<file path="src/rtl/regfile_arbiter.sv">
// Two-port arbiter for the 10 x 64-bit register file.
// Serialises P0/P1 accesses, drives sel/load/d and registers the read buses.
//
// Ports:
//   clk, rst_n          clock, async active-low reset
//   pN_req/we/ra/rb     port N request, write enable, A code, B/write code
//   pN_wdata            port N write data
//   p0_lock             P0 keeps ownership after this access
//   pN_gnt, pN_err      one-cycle done pulse, invalid-code flag
//   rdata_a, rdata_b    captured read buses, valid with either gnt
//   rf_sel/rf_load/rf_d register file select {A,B}, write strobe, data
//   rf_a, rf_b          register file read buses
module regfile_arbiter #(
    parameter int W    = 64,
    parameter int NREG = 10
) (
    input  logic         clk,
    input  logic         rst_n,

    input  logic         p0_req,
    input  logic         p0_we,
    input  logic [3:0]   p0_ra,
    input  logic [3:0]   p0_rb,
    input  logic [W-1:0] p0_wdata,
    input  logic         p0_lock,
    output logic         p0_gnt,
    output logic         p0_err,

    input  logic         p1_req,
    input  logic         p1_we,
    input  logic [3:0]   p1_ra,
    input  logic [3:0]   p1_rb,
    input  logic [W-1:0] p1_wdata,
    output logic         p1_gnt,
    output logic         p1_err,

    output logic [W-1:0] rdata_a,
    output logic [W-1:0] rdata_b,

    output logic [7:0]   rf_sel,
    output logic         rf_load,
    output logic [W-1:0] rf_d,
    input  logic [W-1:0] rf_a,
    input  logic [W-1:0] rf_b
);

    typedef enum logic [1:0] {
        S_IDLE   = 2'd0,
        S_ACCESS = 2'd1,
        S_DONE   = 2'd2
    } state_t;

    // 5 bits so that NREG up to 16 still compares correctly
    localparam logic [4:0] NREG_C = 5'(NREG);

    function automatic logic code_ok(input logic [3:0] c);
        return {1'b0, c} < NREG_C;
    endfunction

    state_t       state_q, state_d;

    // latched access; win_q: 0 = P0, 1 = P1
    logic         win_q, win_d;
    logic         we_q, we_d;
    logic [3:0]   ra_q, ra_d;
    logic [3:0]   rb_q, rb_d;
    logic [W-1:0] wdata_q, wdata_d;
    logic         err_q, err_d;

    // rr_q names the port that wins a contested IDLE
    logic         rr_q, rr_d;
    logic         lock_q, lock_d;

    logic [W-1:0] rdata_a_q, rdata_a_d;
    logic [W-1:0] rdata_b_q, rdata_b_d;

    logic         any_req;
    logic         pick_p1;

    // ------------------------------------------------------------
    // Arbitration: lock beats round-robin, round-robin beats the
    // other port, and a lone requester always wins.
    // ------------------------------------------------------------
    always_comb begin
        any_req = p0_req | p1_req;
        pick_p1 = 1'b0;
        if (lock_q && p0_req) begin
            pick_p1 = 1'b0;
        end else if (rr_q) begin
            pick_p1 = p1_req;
        end else begin
            pick_p1 = !p0_req;
        end
    end

    // ------------------------------------------------------------
    // FSM: next state
    // ------------------------------------------------------------
    always_comb begin
        state_d = state_q;
        unique case (state_q)
            S_IDLE:   if (any_req) state_d = S_ACCESS;
            S_ACCESS: state_d = S_DONE;
            S_DONE:   state_d = S_IDLE;
            default:  state_d = S_IDLE;
        endcase
    end

    // ------------------------------------------------------------
    // Access latch, read capture, fairness and lock bookkeeping
    // ------------------------------------------------------------
    always_comb begin
        win_d     = win_q;
        we_d      = we_q;
        ra_d      = ra_q;
        rb_d      = rb_q;
        wdata_d   = wdata_q;
        err_d     = err_q;
        rr_d      = rr_q;
        lock_d    = lock_q;
        rdata_a_d = rdata_a_q;
        rdata_b_d = rdata_b_q;

        unique case (state_q)
            S_IDLE: begin
                // P0 walking away releases a held lock
                if (lock_q && !p0_req) begin
                    lock_d = 1'b0;
                end
                if (any_req) begin
                    win_d = pick_p1;
                    if (pick_p1) begin
                        we_d    = p1_we;
                        ra_d    = p1_ra;
                        rb_d    = p1_rb;
                        wdata_d = p1_wdata;
                        err_d   = !(code_ok(p1_ra) && code_ok(p1_rb));
                    end else begin
                        we_d    = p0_we;
                        ra_d    = p0_ra;
                        rb_d    = p0_rb;
                        wdata_d = p0_wdata;
                        err_d   = !(code_ok(p0_ra) && code_ok(p0_rb));
                    end
                end
            end
            S_ACCESS: begin
                // the write lands on this same edge, so B is the old value
                rdata_a_d = err_q ? '0 : rf_a;
                rdata_b_d = err_q ? '0 : rf_b;
            end
            S_DONE: begin
                rr_d   = ~win_q;
                lock_d = !win_q && p0_lock;
            end
            default: ;
        endcase
    end

    // ------------------------------------------------------------
    // State and data registers
    // ------------------------------------------------------------
    always_ff @(posedge clk or negedge rst_n) begin
        if (!rst_n) begin
            state_q   <= S_IDLE;
            win_q     <= 1'b0;
            we_q      <= 1'b0;
            ra_q      <= '0;
            rb_q      <= '0;
            wdata_q   <= '0;
            err_q     <= 1'b0;
            rr_q      <= 1'b0;
            lock_q    <= 1'b0;
            rdata_a_q <= '0;
            rdata_b_q <= '0;
        end else begin
            state_q   <= state_d;
            win_q     <= win_d;
            we_q      <= we_d;
            ra_q      <= ra_d;
            rb_q      <= rb_d;
            wdata_q   <= wdata_d;
            err_q     <= err_d;
            rr_q      <= rr_d;
            lock_q    <= lock_d;
            rdata_a_q <= rdata_a_d;
            rdata_b_q <= rdata_b_d;
        end
    end

    // ------------------------------------------------------------
    // FSM: outputs. Register file is only touched in ACCESS, and
    // never for an invalid code.
    // ------------------------------------------------------------
    always_comb begin
        rf_sel  = 8'hFF;
        rf_load = 1'b0;
        rf_d    = '0;
        p0_gnt  = 1'b0;
        p1_gnt  = 1'b0;
        p0_err  = 1'b0;
        p1_err  = 1'b0;

        unique case (state_q)
            S_ACCESS: begin
                if (!err_q) begin
                    rf_sel  = {ra_q, rb_q};
                    rf_load = we_q;
                    rf_d    = wdata_q;
                end
            end
            S_DONE: begin
                p0_gnt = !win_q;
                p1_gnt = win_q;
                p0_err = !win_q && err_q;
                p1_err = win_q && err_q;
            end
            default: ;
        endcase
    end

    assign rdata_a = rdata_a_q;
    assign rdata_b = rdata_b_q;

endmodule
</file>
<file path="config.mk">
export PLATFORM = sky130hd
export DESIGN_NAME = regfile_arbiter
export DESIGN_NICKNAME = d
export VERILOG_FILES = /design/src/rtl/regfile_arbiter.sv
export SDC_FILE = /design/constraint.sdc
export NUM_CORES = 1
export LEC_CHECK = 0
export ABC_AREA = 1
export CAP_MARGIN = 10
export CELL_PAD_IN_SITES_DETAIL_PLACEMENT = 2
export CELL_PAD_IN_SITES_GLOBAL_PLACEMENT = 2
export CORE_MARGIN = 8
export CORE_UTILIZATION = 21
export CTS_CLUSTER_SIZE = 24
export DETAILED_ROUTE_END_ITERATION = 7
export MAX_ROUTING_LAYER = met4
export PLACE_DENSITY = 0.82
export SLEW_MARGIN = 20
export SYNTH_ARGS = -nofsm -noshare
export SYNTH_HDL_FRONTEND = slang
export SYNTH_SLANG_ARGS = --single-unit
</file>
<file path="constraint.sdc">
create_clock -name clk -period 1.4 [get_ports clk]
set_input_delay 0.14 -clock clk [delete_from_list [all_inputs] [get_ports clk]]
set_output_delay 0.14 -clock clk [all_outputs]
set_load 0.03 [all_outputs]
</file>
Word-level counts from Yosys, hierarchy flattened
Cells that the tools add are included.
Widths: inputs -> output; s select.
{"block": "classes", "addsub": 0, "shifts": 0, "n_lt_le_gt_ge": 4, "div_mod_pow": 0, "muxes": 23, "n_mul": 0, "bitwise_logic": 2, "n_eq_ne": 4, "n_reduce_logical": 15}
{"op": "$mux 64", "n": 5}
{"op": "$lt 4x4->1 const B", "n": 4}
{"op": "$mux 8", "n": 2}
{"op": "$mux 1", "n": 11}
{"op": "$mux 4", "n": 2}
{"op": "$logic_and 1x1->1", "n": 7}
{"op": "$logic_not 1->1", "n": 4}
{"op": "$ne 2x2->1 const B", "n": 2}
{"op": "$pmux 2 s2", "n": 1}
{"op": "$reduce_and 2->1", "n": 2}
{"op": "$eq 2x1->1 const B", "n": 1}
{"op": "$eq 2x2->1 const B", "n": 1}
{"op": "$logic_not 2->1", "n": 1}
{"op": "$mux 2", "n": 1}
{"op": "$pmux 1 s2", "n": 1}
{"op": "$reduce_bool 2->1", "n": 1}
{"op": "$not 1->1", "n": 1}
{"op": "$or 1x1->1", "n": 1}
{"block": "word_totals", "romBits": 0, "register_bits": 207, "memories": 0, "word_cells": 59, "ramBits": 0, "output_inout_bits": 205, "latch_bits": 0, "inputBits": 279}

Logic depth before layout (Yosys ltp)
{"block": "logic_depth", "word_depth": 4, "mapped_depth": 9, "depth_no_buf": 8}

Worst setup path before layout
Ideal clock, no wire load.
{"block": "synth_path", "kind": "register to output", "from": "reg err_q", "to": "out p0_err", "t_arrival_ns": 1.359, "stages_incl_launch_ff": 4, "required_time_ns": 1.260, "slack_ns": -0.099, "cell_sequence": "dfrtp_1 > clkinv_1 > clkbuf_1 > nor3_1"}
{"block": "synth_via", "elab_chain_len": 2}
{"element": "start, declared", "line": "68", "text": "logic err_q, err_d;"}
{"element": "start signal, assigned", "line": "183", "text": "err_q <= err_d;"}
{"element": "$logic_and 1x1->1", "line": "215", "text": "p0_err = !win_q && err_q;"}
{"element": "$mux 1", "line": "204", "text": "unique case (state_q)"}
{"element": "end, declared", "line": "27", "text": "output logic p0_err,"}
No other way between the ends.

Final worst setup path
{"block": "layout_path", "from": "reg state_q[1]", "to": "reg wdata_q[12]"}
{"block": "layout_via", "elab_chain_len": 2}
{"element": "start, declared", "line": "60", "text": "state_t state_q, state_d;"}
{"element": "start signal, assigned", "line": "177", "text": "state_q <= state_d;"}
{"element": "$logic_not 2->1", "line": "124", "text": "unique case (state_q)"}
{"element": "$reduce_and 2->1 (no source line)"}
{"element": "end signal, assigned", "line": "182", "text": "wdata_q <= wdata_d;"}
{"element": "end, declared", "line": "67", "text": "logic [W-1:0] wdata_q, wdata_d;"}
No other way between the ends.
A chain may end at the register's enable or synchronous reset.

==> impl_metrics.env <==
export IMPL_powerDensity_nw_per_um2=2510
export IMPL_cts_buffers=27
export IMPL_grt_pass1_wl_um=84400
export IMPL_crit_slowest_cell="dfrtp_2"
export IMPL_cts_sinks=207
export IMPL_hold_viol=0
export IMPL_final_antenna_net_count=0
export IMPL_via_count=11905
export IMPL_layout_setup_ws_ns=-0.649
export IMPL_gr_usage_all_layers_pct=20.7
export IMPL_worstPathRequired_ns=1.86
export IMPL_placedCellCount=2357
export IMPL_setup_viol_count_final=160
export IMPL_routed_wirelength_um=67000
export IMPL_finalNetCount=2133
export IMPL_outcome="finished, violations left"
export IMPL_drt_iter0_markers=571
export IMPL_cpMostUsedCell="buf_6"
export IMPL_instances_no_fill=2488
export IMPL_die_h_um=233
export IMPL_clk_pin_slew_ns=0.06
export IMPL_endpoint_kind="flip-flop"
export IMPL_setup_worst_path_class="reg -> reg"
export IMPL_synthCells=1304
export IMPL_cpPeakStageDelay_ns=0.42
export IMPL_core_area_sq_um=46500
export IMPL_drv_slew=0
export IMPL_cts_root_buffer="clkbuf_16"
export IMPL_drv_cap=0
export IMPL_worstPathMaxFanout=6
export IMPL_cts_tree="built"
export IMPL_synth_cell_types=22
export IMPL_place_congestion=0.823
export IMPL_slew_headroom_pct=72.8
export IMPL_syn_nets=1583
export IMPL_fillers=4977
export IMPL_syn_mean_instance_area_sq_um=7.56
export IMPL_placementRows=79
export IMPL_arrival_ns=2.51
export IMPL_ys_seq_area_share_pct=52.5
export IMPL_leakage_nw=9.39
export IMPL_die_w_um=233
export IMPL_globalRouteOverflowTotal=0
export IMPL_hold_class="in -> async"
export IMPL_ys_seq_elements=207
export IMPL_cts_buffer_depth=3
export IMPL_io_pins=484
export IMPL_hold_ws_ns=0.132
export IMPL_start_kind="flip-flop"
export IMPL_max_freq_mhz=488
export IMPL_syn_area_sq_um=9860
export IMPL_total_power_mw=49.0
export IMPL_worstMarginPinSlew_ns=0.408
export IMPL_violations="negative setup slack"
export IMPL_drive_above_1_share_pct=34.2
export IMPL_grt_pass1_vias=13200
export IMPL_grt_max_degree=129
export IMPL_hpwlAfterDp_um=36600
export IMPL_portBuffers=483
export IMPL_path_cells="buf_6 > buf_6 > buf_6 > inv_4 > buf_6 > nand2_4 > nor2_4 > buf_12 > buf_12 > buf_12 > buf_8 > nand2_1 > o21ai_1"
export IMPL_fin_util_pct=42.0
export IMPL_avgViaCountPerCell=4.78
export IMPL_antenna_found_initial=9
export IMPL_ys_warnings_count=0
export IMPL_clock_latency_ns=0.57
export IMPL_skew_ns=0.0194
export IMPL_ir_drop_uv=1300
export IMPL_dieArea_sq_um=54100
export IMPL_layout_min_cycle_time_ns=2.05
export IMPL_drc_errors=0
export IMPL_period_share_pct=146
export IMPL_syn2layout_area_growth_pct=98.1
export IMPL_htree_levels=1
export IMPL_rsz0062_at_grt="true"
export IMPL_start_util_pct=21.2
export IMPL_firstDrtPassIters=4
export IMPL_wl_per_cell_um=26.9
[registers in the layout, summed over array words and instances (netlist names)]
| name | cells |
|---|---|
| rdata_a | 64 |
| rdata_b | 64 |
| wdata_q | 64 |
| ra_q | 4 |
| rb_q | 4 |
| state_q | 2 |
| err_q | 1 |
| lock_q | 1 |
| rr_q | 1 |
| we_q | 1 |
| win_q | 1 |
[cells in the final DEF, fill, tap and decap left out, drive strengths merged, types with 2 or more instances in the layout]
master	instances
nand2	364
nor2	145
a21oi	2
bufinv	2
clkdlybuf4s15	49
clkbuf	62
inv	147
clkdlybuf4s50	277
diode	9
nor3	2
nand3	128
or2	8
dfrtp	207
o21ai	206
buf	265
clkinv	6
[metal layers]
| layer | vias up | track usage (%) | routed length [um] |
|---|---|---|---|
| met5 | - | - | 0 |
| met4 | 0 | 5.59 | 2720 |
| met3 | 134 | 5.83 | 4720 |
| met2 | 467 | 36.7 | 34400 |
| met1 | 6099 | 22.4 | 25200 |
| li1 | 5205 | - | - |
[synth_stat cells, drive strengths merged]
library cell,count,area [sq um]
a21oi,2,10.0
buf,53,295
clkbuf,42,158
clkinv,1,3.75
dfrtp,207,5180
inv,146,548
nand2,363,1370
nand3,128,641
nor2,145,557
nor3,2,10.0
o211ai,1,7.51
o21ai,206,1030
or2,8,50.1
[worst max-delay path: cells and delay by family, from the launching register on]
family                 cells  cell delay, ns
AOI/OAI and AO/OA          1            0.20
buffers and inverters      9            1.04
DFF                        1            0.42
and+or+nand+nor            3            0.28
[cells by family (layout without fill, tap and decap cells)]
logic type	after synthesis	count (layout)	synth area share [%]
AOI/OAI and AO/OA	209	209	10.6
other	0	9	0
buffers and inverters	242	809	10.2
and+or+nand+nor	646	647	26.6
DFF	207	207	52.5
[metrics by stage]
step / TNS (ns) / setup WS (ns) / area, sq um
2_1_floorplan: -5.15 / -0.0990 / 9900
3_3_place_gp: -13.91 / -0.218 / 15700
6_report: -82.73 / -0.649 / 19500
5_1_grt: -94.84 / -0.708 / 19500
3_5_place_dp: -18.77 / -0.313 / 15700
4_1_cts: -78.04 / -0.652 / 17700
[power by group]
part | switching, mW | internal (mW) | leakage [nW]
Clock | 2.94 | 4.35 | 0.453
Sequential | 2.24 | 8.68 | 2.60
Combinational | 18.6 | 12.2 | 6.34
[area by class of cell]
| cell class | instances | area, sq um | share of cell area, % |
|---|---|---|---|
| Clock buffer | 39 | 811 | 4.15 |
| Tap cell | 607 | 759 | 3.89 |
| Antenna cell | 9 | 22.5 | 0.115 |
| Timing Repair Buffer | 615 | 7000 | 35.9 |
| Sequential cell | 207 | 5180 | 26.5 |
| Multi-Input combinational cell | 856 | 5080 | 26.0 |
| Clock inverter | 8 | 93.8 | 0.480 |
| Inverter | 147 | 583 | 2.99 |
[repair_timing]
item                                    4_1_cts  5_1_grt
gates cloned                                 15       32
pin swaps                                    17       33
resized for setup                           700      446
endpoints found under the setup margin      287      314
buffers inserted                             11       24
hold endpoints to repair                    207        0
hold buffers                                  1        0
[final timing paths]
| check | start | to | slack (ns) | cells past startpoint |
|---|---|---|---|---|
| max | state_q[1] | wdata_q[12] | -0.65 | 13 |
| min | rst_n | rdata_a[23] | 0.13 | 2 |
| max reg2reg | state_q[1] | wdata_q[12] | -0.65 | 13 |
| min reg2reg | rdata_b[20] | rdata_b[20] | 0.49 | 2 |
| max in group asynchronous | rst_n | rdata_a[0] | 0.61 | 3 |
| min in group clk | rf_b[17] | rdata_b[17] | 0.13 | 3 |
No activity file was read; power rests on OpenSTA's default activity.
